## config.mk

```make
export PLATFORM = sky130hd
export DESIGN_NAME = uart_ctrl_flat
export DESIGN_NICKNAME = d
export VERILOG_FILES = /design/src/rtl/uart_ctrl_if.sv /design/src/rtl/uart_ctrl.sv /design/src/flat_wrapper.sv
export SDC_FILE = /design/constraint.sdc
export NUM_CORES = 1
export LEC_CHECK = 0
export ABC_AREA = 1
export BUFFER_PORTS_ARGS = -buffer_cell sky130_fd_sc_hd__buf_4
export CAP_MARGIN = 20
export CORE_ASPECT_RATIO = 0.7
export CORE_MARGIN = 2
export CORE_UTILIZATION = 40
export DETAILED_ROUTE_END_ITERATION = 16
export SLEW_MARGIN = 20
export SYNTH_ARGS = -nofsm -noshare
export SYNTH_HDL_FRONTEND = slang
export SYNTH_SLANG_ARGS = --single-unit
export TNS_END_PERCENT = 50
```

## constraint.sdc

```tcl
create_clock -name clk -period 4.8 [get_ports clk]
set_input_delay 0.72 -clock clk [delete_from_list [all_inputs] [get_ports clk]]
set_output_delay 0.72 -clock clk [all_outputs]
set_load 0.005 [all_outputs]
```

## src/rtl/uart_ctrl_if.sv

```systemverilog
// Register-bus interface for uart_ctrl.
//   cs    : access select, active-high
//   we/re : write/read strobes, qualified by cs (never both high)
//   addr  : word address
//   wdata : write data
//   rdata : registered read data, valid the edge after cs&re
// master drives the strobes; slave (the controller) returns rdata.
interface uart_ctrl_if;
  logic        cs;
  logic        we;
  logic        re;
  logic [2:0]  addr;
  logic [15:0] wdata;
  logic [15:0] rdata;

  modport master (output cs, we, re, addr, wdata, input rdata);
  modport slave  (input cs, we, re, addr, wdata, output rdata);
endinterface

```

## src/rtl/uart_ctrl.sv

```systemverilog
// Single-channel UART controller with TX/RX FIFOs, register bus, sticky errors and irq.
//   clk, rst_n : system clock, synchronous active-low reset
//   bus        : register access (uart_ctrl_if.slave)
//   txd        : serial out, idle high (registered)
//   rxd        : serial in, 2-FF synchronised
//   irq        : level interrupt, active-high
// Map: 0 CTRL, 1 DIV, 2 STATUS, 3 TXDATA, 4 RXDATA, 5 IE, 6 LEVEL, 7 reserved.
module uart_ctrl #(
  parameter int unsigned FIFO_DEPTH = 16,
  parameter int unsigned DIV_WIDTH  = 16,
  parameter int unsigned DIV_RESET  = 867
) (
  input  logic       clk,
  input  logic       rst_n,
  uart_ctrl_if.slave bus,
  output logic       txd,
  input  logic       rxd,
  output logic       irq
);
  localparam int unsigned AW = $clog2(FIFO_DEPTH);
  localparam int unsigned CW = AW + 1;
  typedef logic [DIV_WIDTH-1:0] div_w_t;
  typedef enum logic [2:0] {TxIdle, TxStart, TxData, TxParity, TxStop1, TxStop2} tx_st_e;
  typedef enum logic [2:0] {RxIdle, RxStart, RxData, RxParity, RxStop} rx_st_e;

  logic [7:0]  r_ctrl;
  div_w_t      r_div;
  logic [3:0]  r_sticky;  // {tx_overflow, parity_err, frame_err, rx_overrun}
  logic [2:0]  r_ie;
  logic [15:0] r_rdata, w_rdata;

  logic [7:0]    r_tx_mem [FIFO_DEPTH];
  logic [7:0]    r_rx_mem [FIFO_DEPTH];
  logic [AW-1:0] r_tx_wp, r_tx_rp, r_rx_wp, r_rx_rp;
  logic [CW-1:0] r_tx_cnt, r_rx_cnt;

  tx_st_e r_tx_st;
  div_w_t r_tx_tmr, r_tx_div;
  logic [2:0] r_tx_bit, r_tx_len;
  logic [7:0] r_tx_sh;
  logic r_tx_pen, r_tx_par, r_tx_two, r_txd, w_tx_line;

  rx_st_e r_rx_st;
  div_w_t r_rx_tmr, r_rx_div, w_rx_half;
  logic [DIV_WIDTH:0] w_rx_sum;
  logic [2:0] r_rx_bit, r_rx_len;
  logic [7:0] r_rx_sh;
  logic r_rx_pen, r_rx_odd, r_rx_perr, r_rx_s1, r_rx_s2, r_rx_s3;

  logic w_wr, w_rd, w_wr_ctrl, w_wr_stat, w_wr_txd, w_rd_rxd;
  logic w_tx_full, w_tx_empty, w_rx_full, w_rx_empty, w_tx_push, w_tx_pop, w_rx_pop;
  logic w_tx_clr, w_rx_clr, w_tx_tick, w_rx_tick, w_rx_line, w_rx_stop_smp, w_rx_push;
  logic w_rx_push_ok;
  logic [3:0] w_set, w_w1c;
  div_w_t w_div_eff;
  logic [7:0] w_wl_mask, w_tx_word;

  assign w_wr      = bus.cs & bus.we;
  assign w_rd      = bus.cs & bus.re;
  assign w_wr_ctrl = w_wr && (bus.addr == 3'd0);
  assign w_wr_stat = w_wr && (bus.addr == 3'd2);
  assign w_wr_txd  = w_wr && (bus.addr == 3'd3);
  assign w_rd_rxd  = w_rd && (bus.addr == 3'd4);
  assign w_tx_clr  = w_wr_ctrl & bus.wdata[8];
  assign w_rx_clr  = w_wr_ctrl & bus.wdata[9];

  assign w_tx_full  = r_tx_cnt == CW'(FIFO_DEPTH);
  assign w_tx_empty = r_tx_cnt == '0;
  assign w_rx_full  = r_rx_cnt == CW'(FIFO_DEPTH);
  assign w_rx_empty = r_rx_cnt == '0;
  assign w_tx_push  = w_wr_txd & ~w_tx_full;
  assign w_tx_pop   = (r_tx_st == TxIdle) & r_ctrl[0] & ~w_tx_empty;
  assign w_rx_pop   = w_rd_rxd & ~w_rx_empty;

  assign w_div_eff = (r_div < div_w_t'(3)) ? div_w_t'(3) : r_div;
  assign w_wl_mask = 8'hFF >> (2'd3 - r_ctrl[6:5]);
  assign w_tx_word = r_tx_mem[r_tx_rp] & w_wl_mask;
  assign w_tx_tick = r_tx_tmr == r_tx_div;
  assign w_rx_tick = r_rx_tmr == r_rx_div;
  assign w_rx_sum  = {1'b0, r_rx_div} + {{DIV_WIDTH{1'b0}}, 1'b1};
  assign w_rx_half = w_rx_sum[DIV_WIDTH:1];
  assign w_rx_line = r_rx_s2;

  // Stop sample is gated by rx_en so an abort on the same edge pushes nothing.
  assign w_rx_stop_smp = (r_rx_st == RxStop) & w_rx_tick & r_ctrl[1];
  assign w_rx_push     = w_rx_stop_smp & w_rx_line;
  assign w_rx_push_ok  = w_rx_push & (~w_rx_full | w_rx_pop);

  assign w_set = {w_wr_txd & w_tx_full, w_rx_push & r_rx_perr, w_rx_stop_smp & ~w_rx_line,
                  w_rx_push & w_rx_full & ~w_rx_pop};
  assign w_w1c = w_wr_stat ? bus.wdata[9:6] : 4'b0;

  assign txd       = r_txd;
  assign bus.rdata = r_rdata;
  assign irq = (r_ie[0] & ~w_rx_empty) | (r_ie[1] & w_tx_empty) | (r_ie[2] & |r_sticky);

  function automatic logic [7:0] sat8(input logic [CW-1:0] c);
    logic [8:0] w;
    w = 9'(c);
    return w[8] ? 8'hFF : w[7:0];
  endfunction

  // Registers and read port.
  always_ff @(posedge clk) begin
    if (!rst_n) begin
      r_ctrl <= 8'h60; r_div <= div_w_t'(DIV_RESET); r_ie <= '0; r_sticky <= '0;
      r_rdata <= '0;
    end else begin
      if (w_wr_ctrl) r_ctrl <= bus.wdata[7:0];
      if (w_wr && bus.addr == 3'd1) r_div <= bus.wdata[DIV_WIDTH-1:0];
      if (w_wr && bus.addr == 3'd5) r_ie <= bus.wdata[2:0];
      r_sticky <= (r_sticky & ~w_w1c) | w_set;  // set wins over clear
      r_rdata  <= w_rd ? w_rdata : 16'h0;
    end
  end

  always_comb begin
    w_rdata = '0;
    case (bus.addr)
      3'd0:    w_rdata = {8'h00, r_ctrl};
      3'd1:    w_rdata = 16'(r_div);
      3'd2:    w_rdata = {6'b0, r_sticky, r_rx_st != RxIdle, r_tx_st != TxIdle,
                          w_rx_full, w_rx_empty, w_tx_full, w_tx_empty};
      3'd4:    w_rdata = {7'b0, w_rx_empty, w_rx_empty ? 8'h00 : r_rx_mem[r_rx_rp]};
      3'd5:    w_rdata = {13'b0, r_ie};
      3'd6:    w_rdata = {sat8(r_rx_cnt), sat8(r_tx_cnt)};
      default: w_rdata = '0;
    endcase
  end

  // FIFOs: storage is not reset, only pointers and counts.
  always_ff @(posedge clk) begin
    if (w_tx_push)    r_tx_mem[r_tx_wp] <= bus.wdata[7:0];
    if (w_rx_push_ok) r_rx_mem[r_rx_wp] <= r_rx_sh;
  end

  always_ff @(posedge clk) begin
    if (!rst_n || w_tx_clr) begin
      r_tx_wp <= '0; r_tx_rp <= '0; r_tx_cnt <= '0;
    end else begin
      if (w_tx_push) r_tx_wp <= r_tx_wp + AW'(1);
      if (w_tx_pop)  r_tx_rp <= r_tx_rp + AW'(1);
      r_tx_cnt <= r_tx_cnt + CW'(w_tx_push) - CW'(w_tx_pop);
    end
  end

  always_ff @(posedge clk) begin
    if (!rst_n || w_rx_clr) begin
      r_rx_wp <= '0; r_rx_rp <= '0; r_rx_cnt <= '0;
    end else begin
      if (w_rx_push_ok) r_rx_wp <= r_rx_wp + AW'(1);
      if (w_rx_pop)     r_rx_rp <= r_rx_rp + AW'(1);
      r_rx_cnt <= r_rx_cnt + CW'(w_rx_push_ok) - CW'(w_rx_pop);
    end
  end

  // txd is registered from the current state, so it trails the FSM by one clock.
  always_comb begin
    w_tx_line = 1'b1;
    case (r_tx_st)
      TxStart:  w_tx_line = 1'b0;
      TxData:   w_tx_line = r_tx_sh[0];
      TxParity: w_tx_line = r_tx_par;
      default:  w_tx_line = 1'b1;
    endcase
  end

  always_ff @(posedge clk) begin
    if (!rst_n) begin
      r_tx_st <= TxIdle; r_tx_tmr <= '0; r_tx_div <= '0; r_tx_bit <= '0; r_tx_len <= '0;
      r_tx_sh <= '0; r_tx_pen <= 1'b0; r_tx_par <= 1'b0; r_tx_two <= 1'b0; r_txd <= 1'b1;
    end else begin
      r_txd <= w_tx_line;
      if (r_tx_st == TxIdle) begin
        if (w_tx_pop) begin
          r_tx_st  <= TxStart;
          r_tx_tmr <= '0;
          r_tx_sh  <= w_tx_word;
          r_tx_len <= 3'd4 + {1'b0, r_ctrl[6:5]};  // index of last data bit
          r_tx_pen <= r_ctrl[2];
          r_tx_par <= (^w_tx_word) ^ r_ctrl[3];
          r_tx_two <= r_ctrl[4];
          r_tx_div <= w_div_eff;
        end
      end else if (!w_tx_tick) begin
        r_tx_tmr <= r_tx_tmr + div_w_t'(1);
      end else begin
        r_tx_tmr <= '0;
        case (r_tx_st)
          TxStart: begin r_tx_st <= TxData; r_tx_bit <= '0; end
          TxData: begin
            r_tx_sh  <= r_tx_sh >> 1;
            r_tx_bit <= r_tx_bit + 3'd1;
            if (r_tx_bit == r_tx_len) r_tx_st <= r_tx_pen ? TxParity : TxStop1;
          end
          TxParity: r_tx_st <= TxStop1;
          TxStop1:  r_tx_st <= r_tx_two ? TxStop2 : TxIdle;
          default:  r_tx_st <= TxIdle;
        endcase
      end
    end
  end

  // Receiver; loopback feeds the registered txd into the synchroniser.
  always_ff @(posedge clk) begin
    if (!rst_n) begin
      r_rx_st <= RxIdle; r_rx_tmr <= '0; r_rx_div <= '0; r_rx_bit <= '0; r_rx_len <= '0;
      r_rx_sh <= '0; r_rx_pen <= 1'b0; r_rx_odd <= 1'b0; r_rx_perr <= 1'b0;
      r_rx_s1 <= 1'b1; r_rx_s2 <= 1'b1; r_rx_s3 <= 1'b1;
    end else begin
      r_rx_s1 <= r_ctrl[7] ? r_txd : rxd;
      r_rx_s2 <= r_rx_s1;
      r_rx_s3 <= r_rx_s2;
      if (r_rx_st != RxIdle && !r_ctrl[1]) begin
        r_rx_st <= RxIdle;
      end else begin
        case (r_rx_st)
          RxIdle: begin
            if (r_ctrl[1] && r_rx_s3 && !r_rx_s2) begin
              r_rx_st   <= RxStart;
              r_rx_tmr  <= '0;
              r_rx_sh   <= '0;
              r_rx_perr <= 1'b0;
              r_rx_len  <= 3'd4 + {1'b0, r_ctrl[6:5]};
              r_rx_pen  <= r_ctrl[2];
              r_rx_odd  <= r_ctrl[3];
              r_rx_div  <= w_div_eff;
            end
          end
          RxStart: begin
            if (r_rx_tmr == w_rx_half) begin
              r_rx_tmr <= '0;
              r_rx_bit <= '0;
              r_rx_st  <= w_rx_line ? RxIdle : RxData;  // high here means a glitch
            end else begin
              r_rx_tmr <= r_rx_tmr + div_w_t'(1);
            end
          end
          default: begin
            if (!w_rx_tick) begin
              r_rx_tmr <= r_rx_tmr + div_w_t'(1);
            end else begin
              r_rx_tmr <= '0;
              case (r_rx_st)
                RxData: begin
                  r_rx_sh[r_rx_bit] <= w_rx_line;
                  r_rx_bit <= r_rx_bit + 3'd1;
                  if (r_rx_bit == r_rx_len) r_rx_st <= r_rx_pen ? RxParity : RxStop;
                end
                RxParity: begin
                  r_rx_perr <= w_rx_line ^ (^r_rx_sh) ^ r_rx_odd;
                  r_rx_st   <= RxStop;
                end
                default: r_rx_st <= RxIdle;
              endcase
            end
          end
        endcase
      end
    end
  end
endmodule

```

## src/flat_wrapper.sv

```systemverilog
// flat-port wrapper written by rule: the top's interface ports become plain ports
module uart_ctrl_flat 
#(
  parameter int unsigned FIFO_DEPTH = 16,
  parameter int unsigned DIV_WIDTH  = 16,
  parameter int unsigned DIV_RESET  = 867
)
  (clk, rst_n, txd, rxd, irq, bus_cs, bus_we, bus_re, bus_addr, bus_wdata, bus_rdata);
  uart_ctrl_if bus_i ();
  input  logic clk;
  input  logic rst_n;
  output logic txd;
  input  logic rxd;
  output logic irq;
  input wire logic [$bits(bus_i.cs)-1:0] bus_cs;
  input wire logic [$bits(bus_i.we)-1:0] bus_we;
  input wire logic [$bits(bus_i.re)-1:0] bus_re;
  input wire logic [$bits(bus_i.addr)-1:0] bus_addr;
  input wire logic [$bits(bus_i.wdata)-1:0] bus_wdata;
  output wire logic [$bits(bus_i.rdata)-1:0] bus_rdata;
  assign bus_i.cs = bus_cs;
  assign bus_i.we = bus_we;
  assign bus_i.re = bus_re;
  assign bus_i.addr = bus_addr;
  assign bus_i.wdata = bus_wdata;
  assign bus_rdata = bus_i.rdata;
  uart_ctrl #(.FIFO_DEPTH(FIFO_DEPTH), .DIV_WIDTH(DIV_WIDTH), .DIV_RESET(DIV_RESET)) u_core (.clk(clk), .rst_n(rst_n), .bus(bus_i), .txd(txd), .rxd(rxd), .irq(irq));
endmodule
```

==> run_results.csv <==
group,metric,value,unit
grt,grt_usage,20.4,%
sta,hold_viol,0,
floorplan,boundaryPins,43,
clocking,cts.clk_slew.worst_paths,0.06,ns
synth,yosysWarnings,0,
critical_path,crit_type,"flop to flop",
synth,yosys.area.top_type_share,38.8,%
placement,dpl_cell_area,20800,sq um
clocking,cts_buffer_depth,3,
synth,synth_xor_area_share,2.61,%
synth,synth_compound_area_share,12.1,%
clocking,htreeDepth,2,
hold_path,hp-start,"rxd",
final_layout,drive_above_1_share,7.67,%
synth,synth_area,19800,sq um
synth,synth-adder-area-share,1.90,%
synth,async_flop_share,0,%
critical_path,r2r_cells,16,
hold_path,whs_endpoint,"u_core.r_rx_s1",
critical_path,ff2ff_setup_slack,1.55,ns
floorplan,floorplan.rows,68,
sta,setup_viol,0,
grt,gr-total-overflow,0,
pwr,power_density,387,nW/um^2
critical_path,crit_fanout,33,
drt,antenna_left,0,
synth,netlist_instances,2172,
critical_path,max_stage_delay,0.90,ns
synth,seq_area_frac_synth,57.8,%
final_layout,layout_commonest_cell,"nand2_1",
critical_path,cp-end-kind,"flop",
critical_path,path_cells,"buf_4 > clkinv_1 > nor2_1 > o21ai_0 > nand3_1 > nand3_1 > nand2_1 > nand3_1 > nand2_1 > inv_1 > nand2_1 > nand2_1 > nand2_1 > nand3_1 > nand2_1 > inv_1",
drt,wirelength,52000,um
placement,io_buffer_count,42,
clocking,postCtsSetupRepairBufs,0,
hold_path,hold_path_depth,3,
drt,route.detailed.drc,0,
floorplan,die_h,190,um
critical_path,cp-start-kind,"flop",
sta,worst_pin_slew,1.10,ns
sta,fmax,308,MHz
pwr,totalPowerFinal,8.65,mW
placement,gp_congestion,0.859,
final_layout,area_growth,12.5,%
floorplan,dieArea,51400,sq um
synth,synth_top_area_cell,"edfxtp_1",
synth,synth-simple-area-share,19.2,%
grt,grt_max_degree,81,
outcome,status,"finished, final reports clean",
clocking,postCtsHoldBufs,0,
drt,vias,15400,
pwr,p_leak,8.38,nW
clocking,cts_sinks,445,
grt,grt_pass1_vias,14900,
floorplan,initial_core_util,40.4,%
drt,routed_via_density,5.32,
clocking,cts_resized,0,
grt,antenna_found_initial,2,
synth,synth_edf_count,256,
synth,synthMuxAreaShare,0,%
synth,synth_top_family_by_area,"simple AND/OR/NAND/NOR gates",
final_layout,final_nets,2246,
synth,synthFlopType,"edfxtp_1",
floorplan,floorplan.core_area,49100,sq um
critical_path,reg2reg_to,"u_core.r_tx_par",
sta,fin_skew,0.0307,ns
sta,slew_headroom,26.5,%
drt,drt_iter0_markers,1378,
clocking,clock_latency,0.60,ns
synth,syn_nets,2226,
synth,synth.distinct_cells,51,
grt,grt_pass1_wl,82500,um
floorplan,die_x,270,um
synth,avgSynthCellArea,9.13,sq um
clocking,cts_tree,"yes",
critical_path,slowest_stage,"clkinv_1",
sta,layout_min_cycle_time,3.25,ns
drt,wl_per_cell,18.0,um
sta,drv_slew,0,
drt,drtPass1Iterations,6,
critical_path,required,5.28,ns
final_layout,diodes,0,
sta,setup_tns,0,ns
critical_path,critPathArrivalTime,3.73,ns
clocking,root_buffer,"clkbuf_16",
hold_path,hp-class,"input pin to flop",
synth,yosys-top-cells-area,"edfxtp_1, dfxtp_1, nand2_1, o21ai_0, inv_1",
final_layout,most-common-layout-cells,"nand2_1, edfxtp_1, inv_1",
sta,rsz0062_at_grt,"false",
final_layout,finalInstanceArea,22300,sq um
pwr,ir_drop,0.212,mV
placement,place_hpwl,35300,um
synth,synth_seq_cells,445,
clocking,numCtsBuffers,46,
job,maxCapViolations,0,
sta,min_period_over_period,67.7,%
critical_path,crit_top_cell,"nand2_1",
[Yosys cell counts (all sizes together), types with 11 or more instances]
master,number
dfxtp,189
buf,15
nor2,210
o22ai,14
o221ai,20
o21ai,194
clkbuf,69
xnor2,35
a21oi,147
a31oi,11
nand3,138
nor3,46
nand4,31
edfxtp,256
o211ai,20
nand2,425
ha,27
xor2,24
inv,247
[sequential cells by signal, indices dropped and copies added, names as in the netlist, 5 cells and up, named ones only]
register	flops
u_core.r_div	16
u_core.r_ctrl	8
u_core.r_tx_sh	8
u_core.r_rx_cnt	5
u_core.r_rx_tmr	16
u_core.bus.rdata	16
u_core.r_tx_cnt	5
u_core.r_tx_div	16
u_core.r_tx_tmr	16
u_core.r_rx_sh	8
u_core.r_rx_div	16
u_core.r_tx_mem	128
u_core.r_rx_mem	128
[per-layer routing]
metal  wire length (um)  track usage (%)  up-vias
li1                   -                -     7418
met3               3950             4.12       92
met2              22500             31.3      508
met5                  0                0        -
met1              24200             28.9     7390
met4               1380             6.43        0
[per-stage QoR]
stage	util (%)	setup WS (ns)	hold slack, ns	cells
5_1_grt	45.5	1.22	0.368	2895
4_1_cts	45.4	1.69	0.350	2894
3_3_place_gp	42.3	1.50	0.415	2808
6_report	45.5	1.55	0.381	2895
2_1_floorplan	-	1.82	0.393	2172
3_5_place_dp	42.3	1.47	0.415	2808
[kinds of logic after synthesis]
group | after synthesis
xor gates and xnor gates | 59
adders and majority gates | 29
buffers and inverters | 333
DFF | 445
AOI/OAI and AO/OA | 431
and+or+nand+nor | 875
[layout make-up]
type | instances | area (sq um)
Clock inverter | 27 | 335
Tap cell | 665 | 832
Clock buffer | 59 | 1220
Timing Repair Buffer | 56 | 428
Multi-Input combinational cell | 1394 | 7100
Inverter | 249 | 935
Sequential cell | 445 | 11500
Fill cell | 4668 | 26800
[worst max-delay path: cells and delay by family, from the launching register on]
family / cells / cell delay, ns
and+or+nand+nor: 11 / 1.20
buffers and inverters: 4 / 1.36
DFF: 1 / 0.30
AOI/OAI and AO/OA: 1 / 0.23
[how the worst max path moves through the flow]
stage / startpoint / endpoint / depth (start not counted)
final: flop / u_core.r_tx_par / 16
after global routing: flop / u_core.r_tx_par / 16
after CTS: u_core.r_rx_tmr[13] / u_core.r_rx_mem[5][6] / 10
after detailed placement: bus_cs / u_core.r_tx_cnt[4] / 12
after global placement: bus_cs / u_core.r_tx_cnt[4] / 12
after floorplan: u_core.r_tx_cnt[2] / u_core.r_tx_cnt[4] / 16
[where the power goes]
part           switching [mW]  internal (mW)  total (mW)  leakage (nW)
logic                   0.557          0.226       0.783          3.76
registers              0.0730           4.09        4.16          3.86
clock network            1.55           2.15        3.70         0.764
total                    2.18           6.46        8.65          8.38
Note: power is estimated with default switching activity, not from simulation.
